**config.mk**
```make
export PLATFORM = sky130hd
export DESIGN_NAME = stage_sequencer
export DESIGN_NICKNAME = d
export VERILOG_FILES = /design/src/rtl/stage_sequencer.sv
export SDC_FILE = /design/constraint.sdc
export NUM_CORES = 1
export LEC_CHECK = 0
export ABC_AREA = 1
export CAP_MARGIN = 20
export CORE_MARGIN = 1
export CORE_UTILIZATION = 57
export DETAILED_ROUTE_END_ITERATION = 10
export GPL_ROUTABILITY_DRIVEN = 0
export HOLD_SLACK_MARGIN = 0.06
export PLACE_DENSITY = 0.88
export SLEW_MARGIN = 20
export SYNTH_ARGS = -nofsm -noshare
export SYNTH_HDL_FRONTEND = slang
export SYNTH_SLANG_ARGS = --single-unit
```
**constraint.sdc**
```tcl
create_clock -name clk -period 4.5 [get_ports clk]
set_input_delay 0.9 -clock clk [delete_from_list [all_inputs] [get_ports clk]]
set_output_delay 0.9 -clock clk [all_outputs]
set_load 0.01 [all_outputs]
```
**src/rtl/stage_sequencer.sv**
```systemverilog
// -----------------------------------------------------------------------------
// stage_sequencer
//   Walks a classifier cascade one stage at a time for a single window. For
//   each stage it fetches the stage threshold from an external ROM, asks the
//   feature engine to evaluate the stage, accumulates the signed votes it
//   returns (saturating), and compares the sum against the threshold. The
//   first failing stage ends the window with detect=0. Passing every stage
//   ends it with detect=1.
//
// Ports
//   clk          : clock, rising edge
//   rst          : asynchronous reset, active-low
//   start        : begin one window (only honoured while idle)
//   busy         : high whenever the sequencer is not idle
//   thr_en       : threshold ROM read enable
//   thr_addr     : threshold ROM address
//   thr_data     : ROM read data, valid the cycle after thr_en
//   stage_idx    : current stage, for the feature engine
//   stage_go     : one-cycle pulse, evaluate stage stage_idx
//   feat_valid   : feature vote valid
//   feat_val     : signed feature vote
//   feat_last    : qualifies feat_valid, last vote of the stage
//   done         : one-cycle pulse, result valid
//   detect       : 1 = window passed all stages
//   reject_stage : failing stage index when detect=0
// -----------------------------------------------------------------------------
module stage_sequencer #(
  parameter int W_DATA   = 11,
  parameter int W_ADDR   = 5,
  parameter int N_STAGES = 25,
  parameter int W_SUM    = 16
) (
  input  logic              clk,
  input  logic              rst,
  input  logic              start,
  output logic              busy,
  output logic              thr_en,
  output logic [W_ADDR-1:0] thr_addr,
  input  logic [W_DATA-1:0] thr_data,
  output logic [W_ADDR-1:0] stage_idx,
  output logic              stage_go,
  input  logic              feat_valid,
  input  logic [W_SUM-1:0]  feat_val,
  input  logic              feat_last,
  output logic              done,
  output logic              detect,
  output logic [W_ADDR-1:0] reject_stage
);

  typedef enum logic [2:0] {
    IDLE  = 3'd0,
    FETCH = 3'd1,
    LOAD  = 3'd2,
    RUN   = 3'd3,
    CMP   = 3'd4,
    DONE  = 3'd5
  } state_t;

  localparam logic [W_ADDR-1:0] LAST_STAGE = W_ADDR'(N_STAGES - 1);
  localparam logic [W_SUM-1:0]  SUM_MAX    = {1'b0, {(W_SUM-1){1'b1}}};
  localparam logic [W_SUM-1:0]  SUM_MIN    = {1'b1, {(W_SUM-1){1'b0}}};

  // Two's complement add clamped to the accumulator range. Overflow is
  // detected by the two top bits of a one-bit-wider sum disagreeing.
  function automatic logic [W_SUM-1:0] sat_add(input logic [W_SUM-1:0] a,
                                               input logic [W_SUM-1:0] b);
    logic [W_SUM:0] wide;
    logic [W_SUM-1:0] res;
    wide = {a[W_SUM-1], a} + {b[W_SUM-1], b};
    if (wide[W_SUM] != wide[W_SUM-1]) begin
      res = wide[W_SUM] ? SUM_MIN : SUM_MAX;
    end else begin
      res = wide[W_SUM-1:0];
    end
    return res;
  endfunction

  state_t            state_q, state_d;
  logic [W_ADDR-1:0] stage_idx_q, stage_idx_d;
  logic [W_SUM-1:0]  acc_q, acc_d;
  logic [W_SUM-1:0]  thr_q, thr_d;
  logic              detect_q, detect_d;
  logic [W_ADDR-1:0] reject_stage_q, reject_stage_d;
  logic              busy_q, busy_d;
  logic              thr_en_q, thr_en_d;
  logic [W_ADDR-1:0] thr_addr_q, thr_addr_d;
  logic              stage_go_q, stage_go_d;
  logic              done_q, done_d;

  // Next-state, datapath and next-output computation.
  always_comb begin
    state_d        = state_q;
    stage_idx_d    = stage_idx_q;
    acc_d          = acc_q;
    thr_d          = thr_q;
    detect_d       = detect_q;
    reject_stage_d = reject_stage_q;

    case (state_q)
      IDLE: begin
        if (start) begin
          state_d     = FETCH;
          stage_idx_d = {W_ADDR{1'b0}};
        end else begin
          state_d = IDLE;
        end
      end
      FETCH: begin
        state_d = LOAD;
      end
      LOAD: begin
        thr_d   = W_SUM'($signed(thr_data));
        acc_d   = {W_SUM{1'b0}};
        state_d = RUN;
      end
      RUN: begin
        if (feat_valid) begin
          acc_d = sat_add(acc_q, feat_val);
          if (feat_last) begin
            state_d = CMP;
          end else begin
            state_d = RUN;
          end
        end else begin
          state_d = RUN;
        end
      end
      CMP: begin
        if ($signed(acc_q) < $signed(thr_q)) begin
          detect_d       = 1'b0;
          reject_stage_d = stage_idx_q;
          state_d        = DONE;
        end else if (stage_idx_q == LAST_STAGE) begin
          detect_d       = 1'b1;
          reject_stage_d = {W_ADDR{1'b0}};
          state_d        = DONE;
        end else begin
          stage_idx_d = stage_idx_q + W_ADDR'(1);
          state_d     = FETCH;
        end
      end
      DONE: begin
        state_d = IDLE;
      end
      default: begin
        state_d = IDLE;
      end
    endcase

    // Outputs are decoded from the next state so their flops line up with
    // the state they describe.
    busy_d     = (state_d != IDLE);
    thr_en_d   = (state_d == FETCH);
    stage_go_d = (state_d == LOAD);
    done_d     = (state_d == DONE);
    if (state_d == FETCH) begin
      thr_addr_d = stage_idx_d;
    end else begin
      thr_addr_d = thr_addr_q;
    end
  end

  // State, datapath and output registers.
  always_ff @(posedge clk or negedge rst) begin
    if (!rst) begin
      state_q        <= IDLE;
      stage_idx_q    <= {W_ADDR{1'b0}};
      acc_q          <= {W_SUM{1'b0}};
      thr_q          <= {W_SUM{1'b0}};
      detect_q       <= 1'b0;
      reject_stage_q <= {W_ADDR{1'b0}};
      busy_q         <= 1'b0;
      thr_en_q       <= 1'b0;
      thr_addr_q     <= {W_ADDR{1'b0}};
      stage_go_q     <= 1'b0;
      done_q         <= 1'b0;
    end else begin
      state_q        <= state_d;
      stage_idx_q    <= stage_idx_d;
      acc_q          <= acc_d;
      thr_q          <= thr_d;
      detect_q       <= detect_d;
      reject_stage_q <= reject_stage_d;
      busy_q         <= busy_d;
      thr_en_q       <= thr_en_d;
      thr_addr_q     <= thr_addr_d;
      stage_go_q     <= stage_go_d;
      done_q         <= done_d;
    end
  end

  assign busy         = busy_q;
  assign thr_en       = thr_en_q;
  assign thr_addr     = thr_addr_q;
  assign stage_idx    = stage_idx_q;
  assign stage_go     = stage_go_q;
  assign done         = done_q;
  assign detect       = detect_q;
  assign reject_stage = reject_stage_q;

endmodule

```
# Word level (Yosys, flattened, before mapping)
# Cells that the tools add are included.
# totals
register_bits	50
elab_cells	48
# op_classes
order_cmp	1
muxes	18
n_reduce_logical	6
addsub	2
eq_ne	10
# op_table
operator	n
$mux W16	3
$pmux W16 S2	1
$mux W5	5
$add A16 B16 Y17	1
$lt A16 B11 Y1	1
$pmux W3 S5	1
$mux W3	4
$pmux W5 S2	1
$eq A3 B2 Y1 const B	3
$eq A3 B1 Y1 const B	2
$eq A3 B3 Y1 const B	2
$add A5 B1 Y5 const B	1
$eq A5 B5 Y1 const B	1
$reduce_and A2 Y1	2
$reduce_bool A2 Y1	2
$logic_not A3 Y1	1
$mux W1	3
$reduce_bool A3 Y1	1
$ne A2 B2 Y1 const B	1
$ne A1 B1 Y1	1

# Logic depth before layout (Yosys ltp)
# Gate-level depths: netlist of run 1.
# depth
depth_word	5
mapped_depth	16
depth_no_buf	16

# Least setup slack after synthesis of run 1
# No wires, ideal clock.
# synth_path
path_type	in2reg
from	input feat_val[0]
to	register acc_q[14]
cell_stages	15
arrival_ps	2513
path_slack_ps	1871
setup_ps	116
cell_sequence	ha_1 fa_1 nand3_1 nand2_1 nand4_1 nand2_1 nand3_1 nand3_1 nand2_2 inv_2 nand2_4 buf_6 nand3_1 nand2_1 nand2_1
# synth_between
elab_chain_len	5
elab_cells_between_ends	6
cone_classes	add/sub (1); eq/ne (1); mux (4)
# synth_lines
element	line	source
start: declaration	43	input logic [W_SUM-1:0] feat_val,
$add A16 B16 Y17 *	69	wide = {a[W_SUM-1], a} + {b[W_SUM-1], b};
$mux W16 / $ne A1 B1 Y1 (equally long branches)	71, 70	
$mux W16 *	70	if (wide[W_SUM] != wide[W_SUM-1]) begin
$mux W16 *	117	if (feat_valid) begin
$pmux W16 S2 *	99	case (state_q)
end signal: assignment	168	acc_q <= {W_SUM{1'b0}};
end: declaration	80	logic [W_SUM-1:0] acc_q, acc_d;
# Every way passes the cells marked *; elsewhere a longest branch is shown, timed or not. The select of a mux whose other input is x is not followed.
# A chain may end at the register's enable or synchronous reset.

# Worst setup path in the final report of run 1
# Ends and elaborated chain as after synthesis.

==> results of run 1 <==
critical path, delay by kind of cell:
family                     cells  cell delay [ns]
buffers and inverters          1             0.41
and+or+nand+nor               12             1.25
adders and majority gates      2             0.67
layer usage:
layer  up-vias  wire (um)  global-route usage
li1       1525          -                   -
met1      1419       3320               0.307
met2        77       3850               0.480
met3        21        277              0.0419
met4         0        195              0.0944
met5         -          0                   0
cell usage in the layout (no fill, tap or decap), types with 2 or more instances in the layout:
cell type / instances
ha_1: 33
nand4_1: 6
inv_2: 5
xnor2_1: 6
nand2_1: 136
a21oi_2: 2
nand3_1: 43
xor2_1: 9
a21oi_1: 33
o21bai_1: 2
o21ai_0: 8
clkdlybuf4s50_1: 50
nor2_1: 31
nand2_2: 4
clkbuf_8: 5
o21ai_1: 3
dfrtp_1: 50
nor3_1: 6
inv_1: 39
power by group through the flow:
stage	clock [mW]	sequential, mW	combinational (mW)
6_report	0.319	0.715	1.35
2_1_floorplan	0	0.716	0.982
4_1_cts	0.322	0.714	1.34
3_3_place_gp	0	0.717	1.26
3_5_place_dp	0	0.722	1.33
5_1_grt	0.337	0.731	1.53
flip-flops by register name, summed over array words and instances (netlist names), 3 cells and up:
register and count:
state_q 3, acc_q 16, thr_addr 5, reject_stage 5, stage_idx 5, thr_q 11
area by class of cell:
type | count | area, um2 | share of cell area
Multi-Input combinational cell | 334 | 1860 | 0.466
Sequential cell | 50 | 1250 | 0.314
Timing Repair Buffer | 51 | 508 | 0.128
Tap cell | 72 | 90.1 | 0.0226
Clock inverter | 2 | 37.5 | 0.00942
Inverter | 45 | 169 | 0.0424
Clock buffer | 6 | 72.6 | 0.0182
logic make-up after synthesis:
| logic type | count (synthesis) | share of synthesized area |
|---|---|---|
| DFF | 50 | 0.377 |
| AOI/OAI and AO/OA | 53 | 0.0917 |
| buffers and inverters | 51 | 0.0645 |
| adders and majority gates | 34 | 0.131 |
| and+or+nand+nor | 231 | 0.293 |
| xor gates and xnor gates | 15 | 0.0396 |
| muxes | 1 | 0.00339 |
per-stage QoR:
stage | utilization | total power, mW | setup slack (ns) | instances
after global placement | 0.694 | 1.98 | 1.31 | 552
after detailed placement | 0.694 | 2.05 | 1.18 | 552
after global routing | 0.715 | 2.60 | 1.33 | 560
final | 0.715 | 2.38 | 1.48 | 560
after CTS | 0.714 | 2.38 | 1.49 | 560
after floorplan | - | 1.70 | 1.87 | 435
cell usage after synthesis, types with 2 or more instances:
| library cell | instances |
|---|---|
| a21oi_1 | 33 |
| a21oi_2 | 2 |
| buf_6 | 3 |
| clkbuf_1 | 2 |
| dfrtp_1 | 50 |
| ha_1 | 33 |
| inv_1 | 39 |
| inv_2 | 5 |
| nand2_1 | 136 |
| nand2_2 | 4 |
| nand3_1 | 43 |
| nand4_1 | 6 |
| nor2_1 | 31 |
| nor3_1 | 6 |
| o21ai_0 | 8 |
| o21ai_1 | 4 |
| o21bai_1 | 2 |
| xnor2_1 | 6 |
| xor2_1 | 9 |
worst max-delay path by stage:
stage                startpoint   endpoint  slack (ns)  depth (start not counted)
floorplan           feat_val[0]  acc_q[14]        1.87                         15
global placement    feat_val[0]  acc_q[12]        1.31                         14
detailed placement  feat_val[0]  acc_q[14]        1.18                         14
CTS                 feat_val[0]  acc_q[14]        1.49                         15
global route        feat_val[0]  acc_q[12]        1.33                         15
finish              feat_val[0]  acc_q[14]        1.48                         15
==> flow_summary.toml, run 1 <==
[status]
status = "finished, final reports clean"

[die]
floorplan.core_area_um2 = 5570
chipHeight_um = 78.3
core.rowCount = 27
ioPinCount = 52
fp.dieArea_um2 = 6130
initial_utilization = 0.595
chipWidth_um = 78.3

[place]
dp.final_hpwl_um = 5870
placed_area_um2 = 3870
io_buffers = 51

[yosys]
synth_edf_count = 0
yosys.area.top_type_share = 0.377
post_synth_num_cell_types = 32
mapped_avg_cell_area_um2 = 7.63
gate_count_post_synth = 435
seq_area_frac_synth = 0.377
synth-main-ff-cell = "dfrtp_1"
yosys_register_bits = 50
ys.warnings.count = 0
post_synth_instance_area_um2 = 3320
number_of_nets_produced_by_synthesis = 501
synth_top_cells_by_area = "dfrtp_1 38%, nand2_1 15%, ha_1 12%"
async_reset_ff_frac = 1.00
synth_largest_area_cell = "dfrtp_1"

[global_route]
globalRouteOverflowTotal = 0
grt_start_max_net_pins = 51
global_route_wire_length_before_repair_um = 12600
overall_fraction_of_global_route_tracks_in_use = 0.262
antenna_found_initial = 0
first_global_vias = 2965

[setup_path]
kind_of_start_point_of_the_critical_path = "primary input"
critPathKind = "primary input to register"
worst-r2r-setup-slack_ns = 2.05
path_common_cell = "nand2_1"
timing.rr.start = "acc_q[0]"
worstReg2RegEnd = "acc_q[14]"
worst-endpoint-arrival_ns = 3.22
crit_path_max_fanout = 15
cp_slowest_stage_delay_ns = 0.42
critical_path_required_ns = 4.70
worstRegToRegCells = 14
crit_chain = "clkdlybuf4s50_1 > ha_1 > fa_1 > nand3_1 > nand2_1 > nand4_1 > nand2_1 > nand3_1 > nand2_1 > nand2_1 > nand2_2 > nand2_2 > nand3_1 > nand2_1 > nand2_1"
cp_slowest_cell = "fa_1"
crit_path_capture_type = "register"

[min_path]
timing.hold.worst_endpoint = "thr_addr[0]"
hold-path-cell-count = 2
min_path_type = "register to register"
holdCritStartpoint = "thr_addr[0]"

[timing]
timing.final.hold_violations = 0
finalWorstPathRequiredPeriod_ns = 3.02
setup-tns-final_ns = 0
report.final.slew_viol_count = 0
max_frequency_ghz = 0.331
fin_worst_hold_slack_ns = 0.482
rsz0062_at_grt = "false"
worst_clock_skew_ns = 0.0109
max-slew-margin-rel = 0.547
tightestPinTransition_ns = 0.678
finalCritPeriodShare = 0.671
setup_viol = 0

[route]
avgViaCountPerCell = 5.43
drt-pass1-iter-count = 4
remaining_design_rule_violation_count = 0
dr_total_vias = 3042
final_antenna_net_count = 0
drt_wl_total_um = 7640
wl_per_cell_um = 13.6
drt_iter0_drc = 181

[clock_network]
clock_sink_total = 50
clockRootBuffer = "clkbuf_8"
clkTransAtPathRegs_ns = 0.09
clock_insertion_delay_worst_skew_ns = 0.31
cts-buffers-inserted = 5
hold_buffers = 0
cts.repair.resized = 0
cts-htree-levels = 2
post_cts_buffers = 0
clk_path_buf_depth = 2
cts_tree = "yes"

[finish]
layout-drive-gt1-share = 0.0512
nNetsFinal = 553
antenna_cells = 0
finish.instance_area_um2 = 3980
area_growth_syn_to_layout_pct = 20.1
filler_cell_count = 460

[pwr]
internal_power_mw = 1.29
power.share.switching = 0.457
pwr-share-seq = 0.300
power_switching_mw = 1.09
part_of_the_power_in_combinational_logic = 0.567
p_per_area_nw_per_um2 = 598
power.share.clock = 0.134
power.static_leakage_nw = 2.11
vdd_drop_max_uv = 322

[run]
cap_violations = 0
Note: power is estimated with default switching activity, not from simulation.
==> run 2, diff against run 1 <==
--- a/config.mk
+++ b/config.mk
@@ -8,11 +8,11 @@
 export ABC_AREA = 1
 export CAP_MARGIN = 20
 export CORE_MARGIN = 1
-export CORE_UTILIZATION = 57
+export CORE_UTILIZATION = 54
 export DETAILED_ROUTE_END_ITERATION = 10
 export GPL_ROUTABILITY_DRIVEN = 0
 export HOLD_SLACK_MARGIN = 0.06
-export PLACE_DENSITY = 0.88
+export PLACE_DENSITY = 0.84
 export SLEW_MARGIN = 20
 export SYNTH_ARGS = -nofsm -noshare
 export SYNTH_HDL_FRONTEND = slang
==> constraint.sdc (replaced) <==
create_clock -name clk -period 3.1 [get_ports clk]
set_input_delay 0.62 -clock clk [delete_from_list [all_inputs] [get_ports clk]]
set_output_delay 0.62 -clock clk [all_outputs]
set_load 0.01 [all_outputs]
==> run 2 against run 1 <==
Non-clock buffer count up 1; global-route usage is 1.9 points lower; largest power group unchanged; design area up 0.19%; critical path depth shrank 1; sequential power up 45%; cell count up 0.71%; register-to-register slack lost 1.3 ns; sequential share of layout area decreased by 0.059 points; via count decreased by 1.7%; first-iteration DRC count decreased by 23%; clock skew decreased by 0.00069 ns.
==> flow_summary.toml, run 2 (synthesized netlist as in run 1, its figures left out) <==
[timing]
tightestPinTransition_ns = 0.683
report.final.slew_viol_count = 0
finalCritPeriodShare = 0.867
max_frequency_ghz = 0.372
finalWorstPathRequiredPeriod_ns = 2.69
setup_viol = 0
worst_clock_skew_ns = 0.0102
timing.final.hold_violations = 0
rsz0062_at_grt = "false"
max-slew-margin-rel = 0.543
setup-tns-final_ns = 0

[clock_network]
cts_tree = "yes"
clk_path_buf_depth = 2
clkTransAtPathRegs_ns = 0.09
cts.repair.resized = 0
cts-buffers-inserted = 5
clock_sink_total = 50
cts-htree-levels = 2
clockRootBuffer = "clkbuf_8"
post_cts_buffers = 0
clock_insertion_delay_worst_skew_ns = 0.30
hold_buffers = 0

[finish]
layout-drive-gt1-share = 0.0511
filler_cell_count = 497
top_register = "acc_q"
most-common-layout-cells = "136 x nand2_1, 50 x dfrtp_1, 50 x clkdlybuf4s50_1"
largest_register_ff_count = 16
antenna_cells = 0
reg.largest.list = "acc_q (16), thr_q (11)"
finish.instance_area_um2 = 3990
area_growth_syn_to_layout_pct = 20.3
nNetsFinal = 554
mostFrequentLayoutCell = "nand2_1"

[global_route]
global_route_wire_length_before_repair_um = 12200
first_global_vias = 2828
grt_start_max_net_pins = 51
globalRouteOverflowTotal = 0
overall_fraction_of_global_route_tracks_in_use = 0.243
antenna_found_initial = 0

[pwr]
part_of_the_power_in_combinational_logic = 0.565
pwr-share-seq = 0.303
internal_power_mw = 1.88
power.share.clock = 0.132
vdd_drop_max_uv = 546
power.share.switching = 0.450
power_switching_mw = 1.54
p_per_area_nw_per_um2 = 858
post-layout-total-power_mw = 3.42
power.static_leakage_nw = 2.12

[die]
initial_utilization = 0.560
chipHeight_um = 80.4
ioPinCount = 52
fp.dieArea_um2 = 6460
chipWidth_um = 80.4
core.rowCount = 28
floorplan.core_area_um2 = 5920

[place]
io_buffers = 51
dp.final_hpwl_um = 5870
placed_area_um2 = 3880

[setup_path]
cp_slowest_cell = "fa_1"
crit_path_capture_type = "register"
cp_slowest_stage_delay_ns = 0.42
critical_path_required_ns = 3.34
timing.rr.start = "acc_q[0]"
critPathKind = "primary input to register"
worstRegToRegCells = 13
worst-r2r-setup-slack_ns = 0.73
worst-endpoint-arrival_ns = 2.93
crit_chain = "clkdlybuf4s50_1 > ha_1 > fa_1 > nand3_1 > nand2_1 > nand4_1 > nand2_1 > nand3_1 > nand2_1 > nand2_1 > nand2_2 > a21oi_4 > nand2_1 > nand2_1"
kind_of_start_point_of_the_critical_path = "primary input"
crit_path_max_fanout = 15
worstReg2RegEnd = "acc_q[12]"
path_common_cell = "nand2_1"

[route]
drt_wl_total_um = 7320
avgViaCountPerCell = 5.30
drt-pass1-iter-count = 6
drt_iter0_drc = 140
remaining_design_rule_violation_count = 0
wl_per_cell_um = 13.0
final_antenna_net_count = 0
dr_total_vias = 2989

[min_path]
min_path_type = "primary input to async pin"

[status]
status = "finished, final reports clean"

[run]
cap_violations = 0
[run 2: cell count changes in the layout (fill, tap and decap cells not counted)]
cell / before / now
buf_4: 1 / 2
o21ai_1: 3 / 4
o21ai_2: 1 / 0
[run 2: worst max-delay path by stage]
| stage | cells past startpoint | startpoint | slack [ns] | endpoint |
|---|---|---|---|---|
| after floorplan | 15 | feat_val[0] | 0.75 | acc_q[14] |
| after global placement | 14 | feat_val[0] | 0.20 | acc_q[12] |
| after detailed placement | 14 | feat_val[0] | 0.11 | acc_q[13] |
| after CTS | 14 | feat_val[0] | 0.41 | acc_q[5] |
| after global routing | 14 | feat_val[0] | 0.23 | acc_q[14] |
| final | 14 | feat_val[0] | 0.41 | acc_q[12] |
[run 2: area by class of cell]
class | count | area (um2) | area share
sequential | 50 | 1250 | 0.313
clock inverter | 2 | 37.5 | 0.00940
multi-input combinational | 334 | 1850 | 0.464
tap | 75 | 93.8 | 0.0235
inverter | 45 | 169 | 0.0423
timing repair buffer | 52 | 515 | 0.129
clock buffer | 6 | 72.6 | 0.0182
[run 2: stage by stage]
stage	hold WS, ns	setup slack (ns)	util	instances
after detailed placement	0.458	0.106	0.655	556
final	0.316	0.412	0.674	564
after global routing	0.368	0.228	0.674	564
after floorplan	0.324	0.751	-	435
after CTS	0.480	0.412	0.674	564
after global placement	0.459	0.201	0.655	556
[run 2: worst max-delay path, delay by kind of cell]
kind / cells / cell delay, ns
and+or+nand+nor: 10 / 0.87
buffers and inverters: 1 / 0.41
AOI/OAI and AO/OA: 1 / 0.34
adders and majority gates: 2 / 0.67
[run 2: layer usage]
layer  track usage  share of wire  up-vias
li1              -              -     1523
met1         0.289           0.44     1378
met2         0.436           0.51       72
met3        0.0409          0.037       16
met4        0.0911          0.021        0
met5             0              0        -
[run 2: power by group through the flow]
stage	clock (mW)	combinational, mW	sequential [mW]
3_5_place_dp	0	1.93	1.05
4_1_cts	0.459	1.94	1.04
6_report	0.453	1.93	1.04
5_1_grt	0.484	2.21	1.06
2_1_floorplan	0	1.43	1.04
3_3_place_gp	0	1.84	1.04
